--- config.mk ---
export PLATFORM = sky130hd
export DESIGN_NAME = kbd_key_decoder
export DESIGN_NICKNAME = d
export VERILOG_FILES = /design/src/rtl/space_kbd_pkg.sv /design/src/rtl/kbd_prefix_timer.sv /design/src/rtl/kbd_key_decoder.sv
export SDC_FILE = /design/constraint.sdc
export NUM_CORES = 1
export LEC_CHECK = 0
export CAP_MARGIN = 5
export CORE_ASPECT_RATIO = 0.9
export CORE_MARGIN = 3
export CORE_UTILIZATION = 30
export DETAILED_ROUTE_END_ITERATION = 6
export PLACE_DENSITY = 0.5
export SETUP_SLACK_MARGIN = 0.3
export SYNTH_ARGS = -nofsm -noshare
export SYNTH_HDL_FRONTEND = slang
export SYNTH_SLANG_ARGS = --single-unit
--- constraint.sdc ---
create_clock -name clk -period 5 [get_ports clk]
set_clock_uncertainty 0.15 [all_clocks]
set_input_delay 1 -clock clk [delete_from_list [all_inputs] [get_ports clk]]
set_output_delay 1 -clock clk [all_outputs]
set_load 0.005 [all_outputs]
--- src/rtl/space_kbd_pkg.sv ---
// Shared types and constants for the PS/2 keyboard decoder: FSM states,
// prefix bytes and the default scan codes.
package space_kbd_pkg;

    typedef enum logic [1:0] {
        IDLE,
        GOT_E0,
        GOT_F0
    } kbd_state_t;

    localparam logic [7:0] KBD_EXT            = 8'hE0;
    localparam logic [7:0] KBD_BRK            = 8'hF0;
    localparam logic [7:0] KBD_LEFT_CODE      = 8'h6B;
    localparam logic [7:0] KBD_RIGHT_CODE     = 8'h74;
    localparam logic [7:0] KBD_ENTER_CODE     = 8'h5A;
    localparam int         KBD_TIMEOUT_CYCLES = 1_000_000;

endpackage

--- src/rtl/kbd_prefix_timer.sv ---
// Saturating prefix-wait counter: cleared on every strobe, counts while a
// prefix is pending, and flags expiry on the cycle its count is TIMEOUT_CYCLES-1.
module kbd_prefix_timer
    import space_kbd_pkg::*;
#(
    parameter int TIMEOUT_CYCLES = KBD_TIMEOUT_CYCLES
) (
    input  logic clk,
    input  logic resetN,
    input  logic i_clear,
    input  logic i_enable,
    output logic o_expire
);

    localparam int CNT_W = $clog2(TIMEOUT_CYCLES);
    localparam logic [CNT_W-1:0] CNT_LAST = CNT_W'(TIMEOUT_CYCLES - 1);

    logic [CNT_W-1:0] r_count;
    logic             w_at_last;

    assign w_at_last = (r_count == CNT_LAST);
    assign o_expire  = i_enable && w_at_last;

    // NOTE: state registers use non-blocking assignments so every flop samples
    // pre-edge values regardless of block ordering.
    always_ff @(posedge clk or negedge resetN) begin
        if (!resetN) begin
            r_count <= '0;
        end else if (i_clear || o_expire) begin
            r_count <= '0;
        end else if (i_enable && !w_at_last) begin
            r_count <= r_count + CNT_W'(1);
        end
    end

endmodule

--- src/rtl/kbd_key_decoder.sv ---
// PS/2 scan-code decoder: tracks E0/F0 prefixes and turns arrow/Enter
// make/break codes into level outputs plus a one-shot Enter pulse.
module kbd_key_decoder
    import space_kbd_pkg::*;
#(
    parameter logic [7:0] LEFT_CODE      = KBD_LEFT_CODE,
    parameter logic [7:0] RIGHT_CODE     = KBD_RIGHT_CODE,
    parameter logic [7:0] ENTER_CODE     = KBD_ENTER_CODE,
    parameter int         TIMEOUT_CYCLES = KBD_TIMEOUT_CYCLES
) (
    input  logic       clk,
    input  logic       resetN,
    input  logic       clear,
    input  logic       din_new,
    input  logic [7:0] din,
    output logic       leftArrow,
    output logic       rightArrow,
    output logic       enter,
    output logic       enterPulse,
    output logic       prefixBusy
);

    kbd_state_t r_state;
    logic       r_ext;
    logic       r_brk;
    logic       r_left;
    logic       r_right;
    logic       r_enter;
    logic       r_enter_pulse;
    logic       w_busy;
    logic       w_expire;

    assign w_busy = (r_state != IDLE);

    kbd_prefix_timer #(
        .TIMEOUT_CYCLES(TIMEOUT_CYCLES)
    ) u_prefix_timer (
        .clk     (clk),
        .resetN  (resetN),
        .i_clear (clear || din_new),
        .i_enable(w_busy && !din_new),
        .o_expire(w_expire)
    );

    // NOTE: every control and output flop is reset; there is no storage array
    // here, so nothing is left to power up undefined.
    always_ff @(posedge clk or negedge resetN) begin
        if (!resetN) begin
            r_state       <= IDLE;
            r_ext         <= 1'b0;
            r_brk         <= 1'b0;
            r_left        <= 1'b0;
            r_right       <= 1'b0;
            r_enter       <= 1'b0;
            r_enter_pulse <= 1'b0;
        end else if (clear) begin
            r_state       <= IDLE;
            r_ext         <= 1'b0;
            r_brk         <= 1'b0;
            r_left        <= 1'b0;
            r_right       <= 1'b0;
            r_enter       <= 1'b0;
            r_enter_pulse <= 1'b0;
        end else begin
            r_enter_pulse <= 1'b0;
            if (din_new) begin
                case (din)
                    KBD_EXT: begin
                        r_state <= GOT_E0;
                        r_ext   <= 1'b1;
                        r_brk   <= 1'b0;
                    end
                    KBD_BRK: begin
                        r_state <= GOT_F0;
                        r_brk   <= 1'b1;
                    end
                    default: begin
                        // Arrows exist only as extended codes; bare 6B/74 are numpad keys.
                        if (din == LEFT_CODE && r_ext)  r_left  <= !r_brk;
                        if (din == RIGHT_CODE && r_ext) r_right <= !r_brk;
                        if (din == ENTER_CODE) begin
                            r_enter <= !r_brk;
                            if (!r_brk && !r_enter) r_enter_pulse <= 1'b1;
                        end
                        r_state <= IDLE;
                        r_ext   <= 1'b0;
                        r_brk   <= 1'b0;
                    end
                endcase
            end else if (w_expire) begin
                r_state <= IDLE;
                r_ext   <= 1'b0;
                r_brk   <= 1'b0;
            end
        end
    end

    assign leftArrow  = r_left;
    assign rightArrow = r_right;
    assign enter      = r_enter;
    assign enterPulse = r_enter_pulse;
    assign prefixBusy = w_busy;

endmodule
[After elaboration in Yosys (flattened, before gate mapping)]
Cells that the tools add are included.
Cells by class
  equality and inequality tests: 8
  reduce and logical (&&, ||, !) cells: 24
  muxes and demuxes: 30
  $add $sub $neg: 1
Operators by type and width (count)
  2-to-1 mux 20 bit: 2
  equality test 8 x 7 -> 1 bit (second input constant): 3
  2-to-1 mux 1 bit: 23
  adder 20 x 1 -> 20 bit (second input constant): 1
  equality test 20 bit (second input constant): 1
  equality test 8 bit (second input constant): 2
  nonzero test 2 bit: 6
  AND reduction 3 bit: 3
  logical AND 1 bit: 6
  2-to-1 mux 2 bit: 3
  zero test 1 bit: 4
  one-hot mux 2 bit (2 select lines): 1
  inequality test 3 bit (second input constant): 1
  nonzero test 3 bit: 1
  logical OR 1 bit: 2
  inequality test 2 x 1 -> 1 bit (second input constant): 1
  one-hot mux 1 bit (2 select lines): 1
  AND reduction 2 bit: 1
  OR reduction 2 bit: 1
Storage, ports and cells
  register bits after elaboration: 28
  input bits: 12

[Logic depth before layout (Yosys ltp)]
Gate-level depths: netlist of run 1.
  depth after elaboration: 7
  depth in mapped cells: 6
  gate-level depth less buffers: 5

[Hierarchy]
Synthesis of run 1 repeated with hierarchy kept, for this count alone.
Second synthesis, totals
  cell total of the unflattened synthesis: 156
  area total of the unflattened synthesis: 1520.2 sq um
By module, submodules not included
  kbd_prefix_timer: area each 1086.0 sq um, times used 1, cells an instance 117
  kbd_key_decoder: area each 434.2 sq um, times used 1, cells an instance 39

[Worst setup path after synthesis of run 1]
OpenSTA, ideal clock, no wires.
  path kind: input port to flip-flop
  start point: in clear
  end point: reg u_prefix_timer.r_count[19]
  setup slack: 2.495 ns
  cell stages on the path: 6
  arrival: 2.282 ns
  path buffers: 2
  cell sequence: buf_6 -> nor4_4 -> or4_1 -> buf_2 -> or4_4 -> a21oi_2
On the way
  cells in the longest elaborated chain, start to end: 3
  elaborated cells between the ends (all ways): 4
  those cells by class: mux (1); reduce/logical (3)
Ends and longest elaborated chain
  start, declared: line kbd_key_decoder.sv:13  | input logic clear,
  logical OR 1 bit *: line kbd_key_decoder.sv:40  | .i_clear (clear || din_new),
  logical OR 1 bit *: line kbd_prefix_timer.sv:29  | end else if (i_clear || o_expire) begin
  2-to-1 mux 20 bit or nonzero test 2 bit (tied branches)
  end signal, assigned: line kbd_prefix_timer.sv:32  | r_count <= r_count + CNT_W'(1);
  end, declared: line kbd_prefix_timer.sv:18  | logic [CNT_W-1:0] r_count;
Every way passes the cells marked *; elsewhere a longest branch is shown, timed or not.
A chain may end at the register's enable or synchronous reset.

[Worst setup path after layout of run 1]
Same ends and word-level chain as after synthesis.

==> impl_metrics.env, run 1 <==
export IMPL_status="completed"
export IMPL_multiInputGateArea_um2=739
export IMPL_final_common_cell="dfrtp_1"
export IMPL_place_congestion=0.820
export IMPL_cp_end_kind="register"
export IMPL_slew_viol_final=0
export IMPL_cts_root_buffer="clkbuf_8"
export IMPL_grt_remaining_overflow=0
export IMPL_pre_cts_ws_ps=1710
export IMPL_power_leakage_nw=0.667
export IMPL_grt_usage_pct=12.6
export IMPL_post_cts_buffers=0
export IMPL_cts_hold_buf=0
export IMPL_fill_cells=453
export IMPL_synth_async_reset_ratio_pct=100
export IMPL_path_cells="clkdlybuf4s50_1 -> nor4_4 -> or4_1 -> or4_4 -> a21oi_2"
export IMPL_syn_num_nets=165
export IMPL_clock_sinks=28
export IMPL_core_um2=4630
export IMPL_ioPinCount=17
export IMPL_syn_inst=152
export IMPL_drv_cap=0
export IMPL_final_cell_mix="dfrtp_1, clkdlybuf4s50_1, nor2_1"
export IMPL_cts_clk_slew_worst_paths_ps=90
export IMPL_io_buffers=16
export IMPL_criticalPathCategory="in -> reg"
export IMPL_worst_ep_required_time_ps=5050
export IMPL_n_antenna_cell=0
export IMPL_synth_area_um2=1510
export IMPL_num_vias=1176
export IMPL_htree_levels=1
export IMPL_grt_pass1_wl_mm=5.71
export IMPL_fin_tns_setup_ps=0
export IMPL_grt_pass1_vias=1171
export IMPL_syn2layout_area_growth_pct=18.3
export IMPL_ys_types=37
export IMPL_dieArea_um2=5910
export IMPL_synth_area_leaders="dfrtp_1, xnor2_1, nor2_1, or4_1, o21ai_0"
export IMPL_drc_errors=0
export IMPL_viasPerCell=5.18
export IMPL_setup_slack_ps=1990
export IMPL_ys_warn_count=0
export IMPL_slew_headroom_pct=37.3
export IMPL_cp_top_family="simple AND/OR/NAND/NOR gates"
export IMPL_wl_per_cell_um=14.0
export IMPL_max_freq_mhz=332
export IMPL_hold_class="reg -> reg"
export IMPL_antenna_left=0
export IMPL_hold_viol=0
export IMPL_cp_max_fo=12
export IMPL_max_stage_delay_ps=680
export IMPL_powerDensity_nw_per_um2=240
export IMPL_final_setup_viol_count=0
export IMPL_synth_seq_cells=28
export IMPL_cts_tree="done"
export IMPL_fin_crit_sh_pct=60.3
export IMPL_worst_pin_slew_ps=940
export IMPL_synthFlopType="dfrtp_1"
export IMPL_yosysSeqAreaShare_pct=46.5
export IMPL_rows=23
export IMPL_nets=179
export IMPL_numCtsBuffers=3
export IMPL_start_util_pct=32.5
export IMPL_avgSynthCellArea_um2=9.92
export IMPL_peakVddDrop_mv=0.138
export IMPL_layout_area_seq_um2=701
export IMPL_cts_resized=0
export IMPL_r2r_slack_ps=2330
export IMPL_crit_buf_inv=1
export IMPL_dp_hpwl_mm=2.44
export IMPL_die_h_um=73.3
export IMPL_crit_slowest_cell="clkdlybuf4s50_1"
export IMPL_first_iter_violations=61
export IMPL_startpoint_type="primary input"
export IMPL_clockBufferDepth=2
export IMPL_grt_antenna_before_repair=0
export IMPL_synth_edf_count=0
export IMPL_synth_top_area_share_pct=46.5
export IMPL_arrival_ps=3060
export IMPL_die_x_um=80.7
export IMPL_yosys_area_top_type="dfrtp_1"
export IMPL_drive_gt1_share_pct=6.67
export IMPL_totalWireLength_mm=3.18
export IMPL_grt_max_degree=29
export IMPL_period_minus_slack_ps=3010
export IMPL_rsz0062_at_grt="false"
export IMPL_first_pass_iters=4
export IMPL_clock_latency_ps=270
[metal layers]
metal	share of wire (%)	GRT usage, %
met1	51	17.6
met4	1.8	3.94
met3	4.2	3.43
met5	0	0
met2	43	19.0
[cells in the mapped netlist, types with 5 or more instances]
library cell / instances
a21oi_1: 7
o21ai_0: 8
nand2_1: 10
xnor2_1: 10
or3_1: 5
inv_1: 7
dfrtp_1: 28
nand3_1: 5
nor2_1: 14
or4_1: 6
[cell families after synthesis]
group	count (synthesis)	synth area share [%]
AND/OR/NAND/NOR	71	30.7
flip-flops	28	46.5
AO/OA/AOI/OAI	23	9.13
buffers and inverters	15	4.48
XOR/XNOR	11	6.39
multiplexers	3	1.99
adder cells (fa/ha/maj)	1	0.830
[flip-flops by register name (all words and copies together), names as in the netlist]
name                    count
leftArrow                   1
enterPulse                  1
r_ext                       1
r_brk                       1
rightArrow                  1
u_prefix_timer.r_count     20
enter                       1
r_state                     2
[cell type report]
class	instances	area share, %
inverters	7	1.47
clock buffers	3	2.32
well taps	62	4.35
clock inverters	1	1.68
multi-input cells	109	41.5
flip-flops and latches	28	39.3
repair buffers	17	9.40
[path summary, 6_finish.rpt]
kind                                            start                         end  depth (start not counted)
max                                             clear  u_prefix_timer.r_count[19]                          5
min                                             r_brk                  enterPulse                          1
max reg2reg                u_prefix_timer.r_count[12]   u_prefix_timer.r_count[1]                          4
min reg2reg                                     r_brk                  enterPulse                          1
max in group asynchronous                      resetN  u_prefix_timer.r_count[10]                          2
min in group asynchronous                      resetN   u_prefix_timer.r_count[3]                          2
[worst reg2reg max path, delay by kind of cell, from the launching register on]
kind / cells / cell delay [ps]
AND/OR/NAND/NOR: 2 / 830
AO/OA/AOI/OAI: 2 / 1070
flip-flops: 1 / 460
[stage by stage]
step,utilization (%),hold WS [ps],std cells,power [mW],area (µm²)
floorplan,-,259,152,0.240,1510
global placement,36.9,310,223,0.256,1710
detailed placement,36.9,318,223,0.256,1710
CTS,38.5,337,227,0.435,1780
global route,38.5,382,227,0.447,1780
finish,38.5,329,227,0.428,1780
[power breakdown]
part / internal [mW] / switching (mW)
registers: 0.226 / 0.0000794
logic: 0.0111 / 0.0138
clock network: 0.107 / 0.0697
No activity file was read; power rests on OpenSTA's default activity.
==> run 2, diff against run 1 <==
- PLACE_DENSITY: 0.5 -> 0.52
- clock period: 5 -> 2.4 ns (I/O delays scaled with it)
==> run 2 against run 1 <==
Against the previous run:
- sequential cell count is the same
- via count grew 7.1%
- sequential share of layout area shrank 2.7 points
- die area is the same
- critical path depth is the same
- combinational power grew to 2.5 times the previous value
- hold slack lost 42 ps
- global-route usage grew 0.73 points
- count of clock-buffer cells in the layout grew 1
- power grew 94%
- core utilization grew 3.2 points
- register-to-register slack lost 2000 ps
==> impl_metrics.env, run 2 (same netlist as run 1, synthesis figures left out) <==
export IMPL_status="completed"
export IMPL_grt_antenna_before_repair=0
export IMPL_pre_cts_ws_ps=-89.4
export IMPL_drive_gt1_share_pct=20.6
export IMPL_cp_end_kind="register"
export IMPL_placedInstanceArea_um2=1760
export IMPL_start_util_pct=32.5
export IMPL_criticalPathCategory="reg -> reg"
export IMPL_path_cells="or4_4 -> nor4b_4 -> a311o_1 -> buf_6 -> o21ai_0"
export IMPL_period_minus_slack_ps=2060
export IMPL_final_area_um2=1930
export IMPL_top_register="u_prefix_timer.r_count"
export IMPL_worst_ep_required_time_ps=2410
export IMPL_clock_sinks=28
export IMPL_slew_headroom_pct=75.9
export IMPL_cp_top_family="simple AND/OR/NAND/NOR gates"
export IMPL_crit_buf_inv=1
export IMPL_arrival_ps=2070
export IMPL_slew_viol_final=0
export IMPL_place_congestion=0.852
export IMPL_rows=23
export IMPL_antenna_left=0
export IMPL_max_stage_delay_ps=550
export IMPL_p_int_mw=0.649
export IMPL_p_clk_share_pct=35.6
export IMPL_n_antenna_cell=0
export IMPL_peakVddDrop_mv=0.155
export IMPL_final_cell_mix="dfrtp_1, nor2_1, clkdlybuf4s50_1, buf_4, xnor2_1"
export IMPL_hold_viol=0
export IMPL_io_buffers=16
export IMPL_max_freq_mhz=487
export IMPL_grt_remaining_overflow=0
export IMPL_grt_pass1_vias=1186
export IMPL_p_switching_mw=0.181
export IMPL_rsz0062_at_grt="true"
export IMPL_power_leakage_nw=0.755
export IMPL_final_setup_viol_count=0
export IMPL_cts_tree="done"
export IMPL_htree_levels=1
export IMPL_setup_slack_ps=345
export IMPL_dieArea_um2=5910
export IMPL_cts_hold_buf=0
export IMPL_swShare_pct=21.9
export IMPL_dp_hpwl_mm=2.52
export IMPL_core_um2=4630
export IMPL_cp_depth=5
export IMPL_clockBufferDepth=2
export IMPL_startpoint_type="register"
export IMPL_nets=194
export IMPL_hold_class="reg -> reg"
export IMPL_largest_reg_flops=20
export IMPL_clock_latency_ps=280
export IMPL_powerDensity_nw_per_um2=430
export IMPL_wl_per_cell_um=15.2
export IMPL_drc_errors=0
export IMPL_crit_slowest_cell="or4_4"
export IMPL_seqPwrFrac_pct=56.8
export IMPL_grt_usage_pct=13.3
export IMPL_fin_crit_sh_pct=85.6
export IMPL_die_x_um=80.7
export IMPL_reg_top3="u_prefix_timer.r_count x20, r_state x2"
export IMPL_cp_max_fo=7
export IMPL_combPwrFrac_pct=7.6
export IMPL_first_pass_iters=4
export IMPL_viasPerCell=5.21
export IMPL_ff2ff_path_depth=5
export IMPL_grt_max_degree=29
export IMPL_ioPinCount=17
export IMPL_drv_cap=0
export IMPL_syn2layout_area_growth_pct=28.0
export IMPL_first_iter_violations=49
export IMPL_num_vias=1260
export IMPL_final_common_cell="dfrtp_1"
export IMPL_die_h_um=73.3
export IMPL_worst_pin_slew_ps=357
export IMPL_grt_pass1_wl_mm=6.07
export IMPL_totalWireLength_mm=3.67
export IMPL_min_path_cells=1
export IMPL_cts_root_buffer="clkbuf_8"
export IMPL_numCtsBuffers=3
export IMPL_cts_clk_slew_worst_paths_ps=90
==> run 2: cell types whose count changed in the layout (fill, tap and decap cells not counted), sizes merged <==
cell | before | now
dlygate4sd2 | 0 | 2
clkdlybuf4s50 | 16 | 13
bufinv | 1 | 0
dlymetal6s2s | 0 | 1
clkbuf | 3 | 4
buf | 1 | 16
==> run 2: worst paths after layout <==
| path | start | endpoint | slack [ps] |
|---|---|---|---|
| setup / recovery | u_prefix_timer.r_count[11] | r_ext | 340 |
| hold / removal | r_brk | enterPulse | 290 |
| setup reg to reg | u_prefix_timer.r_count[11] | r_ext | 340 |
| hold reg to reg | r_brk | enterPulse | 290 |
| max in group asynchronous | resetN | u_prefix_timer.r_count[8] | 1390 |
| min in group asynchronous | resetN | u_prefix_timer.r_count[3] | 420 |
==> run 2: power by group through the flow <==
| stage | combinational (mW) | clock (mW) | sequential (mW) |
|---|---|---|---|
| final | 0.0632 | 0.295 | 0.472 |
| after global routing | 0.0694 | 0.337 | 0.472 |
| after CTS | 0.0596 | 0.310 | 0.472 |
| after detailed placement | 0.0604 | 0 | 0.481 |
| after global placement | 0.0593 | 0 | 0.481 |
| after floorplan | 0.0184 | 0 | 0.481 |
==> run 2: what timing repair did <==
item                                    CTS  global route
buffers inserted                          0             7
endpoints found under the setup margin   11            24
gates resized for setup                   5            15
gates cloned                              0             1
pin swaps                                 0             3
==> run 2: worst register-to-register path: stages, from the launching register on <==
cell,delay [ps]
dfrtp_2,420
or4_4,550
nor4b_4,260
a311o_1,310
buf_6,160
o21ai_0,90
==> run 2: layout make-up <==
type                    count  area [µm²]
repair buffers             32         292
clock buffers               4        55.1
inverters                   7        26.3
multi-input cells         109         772
flip-flops and latches     28         707
well taps                  62        77.6
fillers                   441        2700
==> run 2: metal layers <==
layer  GRT usage [%]  share of wire, %  vias up
met5               0                 0        -
met4            4.69               1.7        0
met3            3.06               3.0        5
met2            19.9                46       15
met1            18.9                50      629
li1                -                 -      611
==> run 2: through the flow <==
step                util [%]  setup TNS, ps  hold slack [ps]  power [mW]  std cells
finish                  41.6              0              287       0.830        242
detailed placement      38.1           -257              270       0.541        230
global placement        38.1          -46.7              272       0.540        230
floorplan                  -              0             34.4       0.500        152
CTS                     39.5              0              288       0.842        234
global route            41.6              0              306       0.878        242
==> run 3, diff against run 2 <==
- SKIP_LAST_GASP: unset -> 1
==> results of run 3 <==
The final DEF is identical to that of run 2; final timing and power are the same.
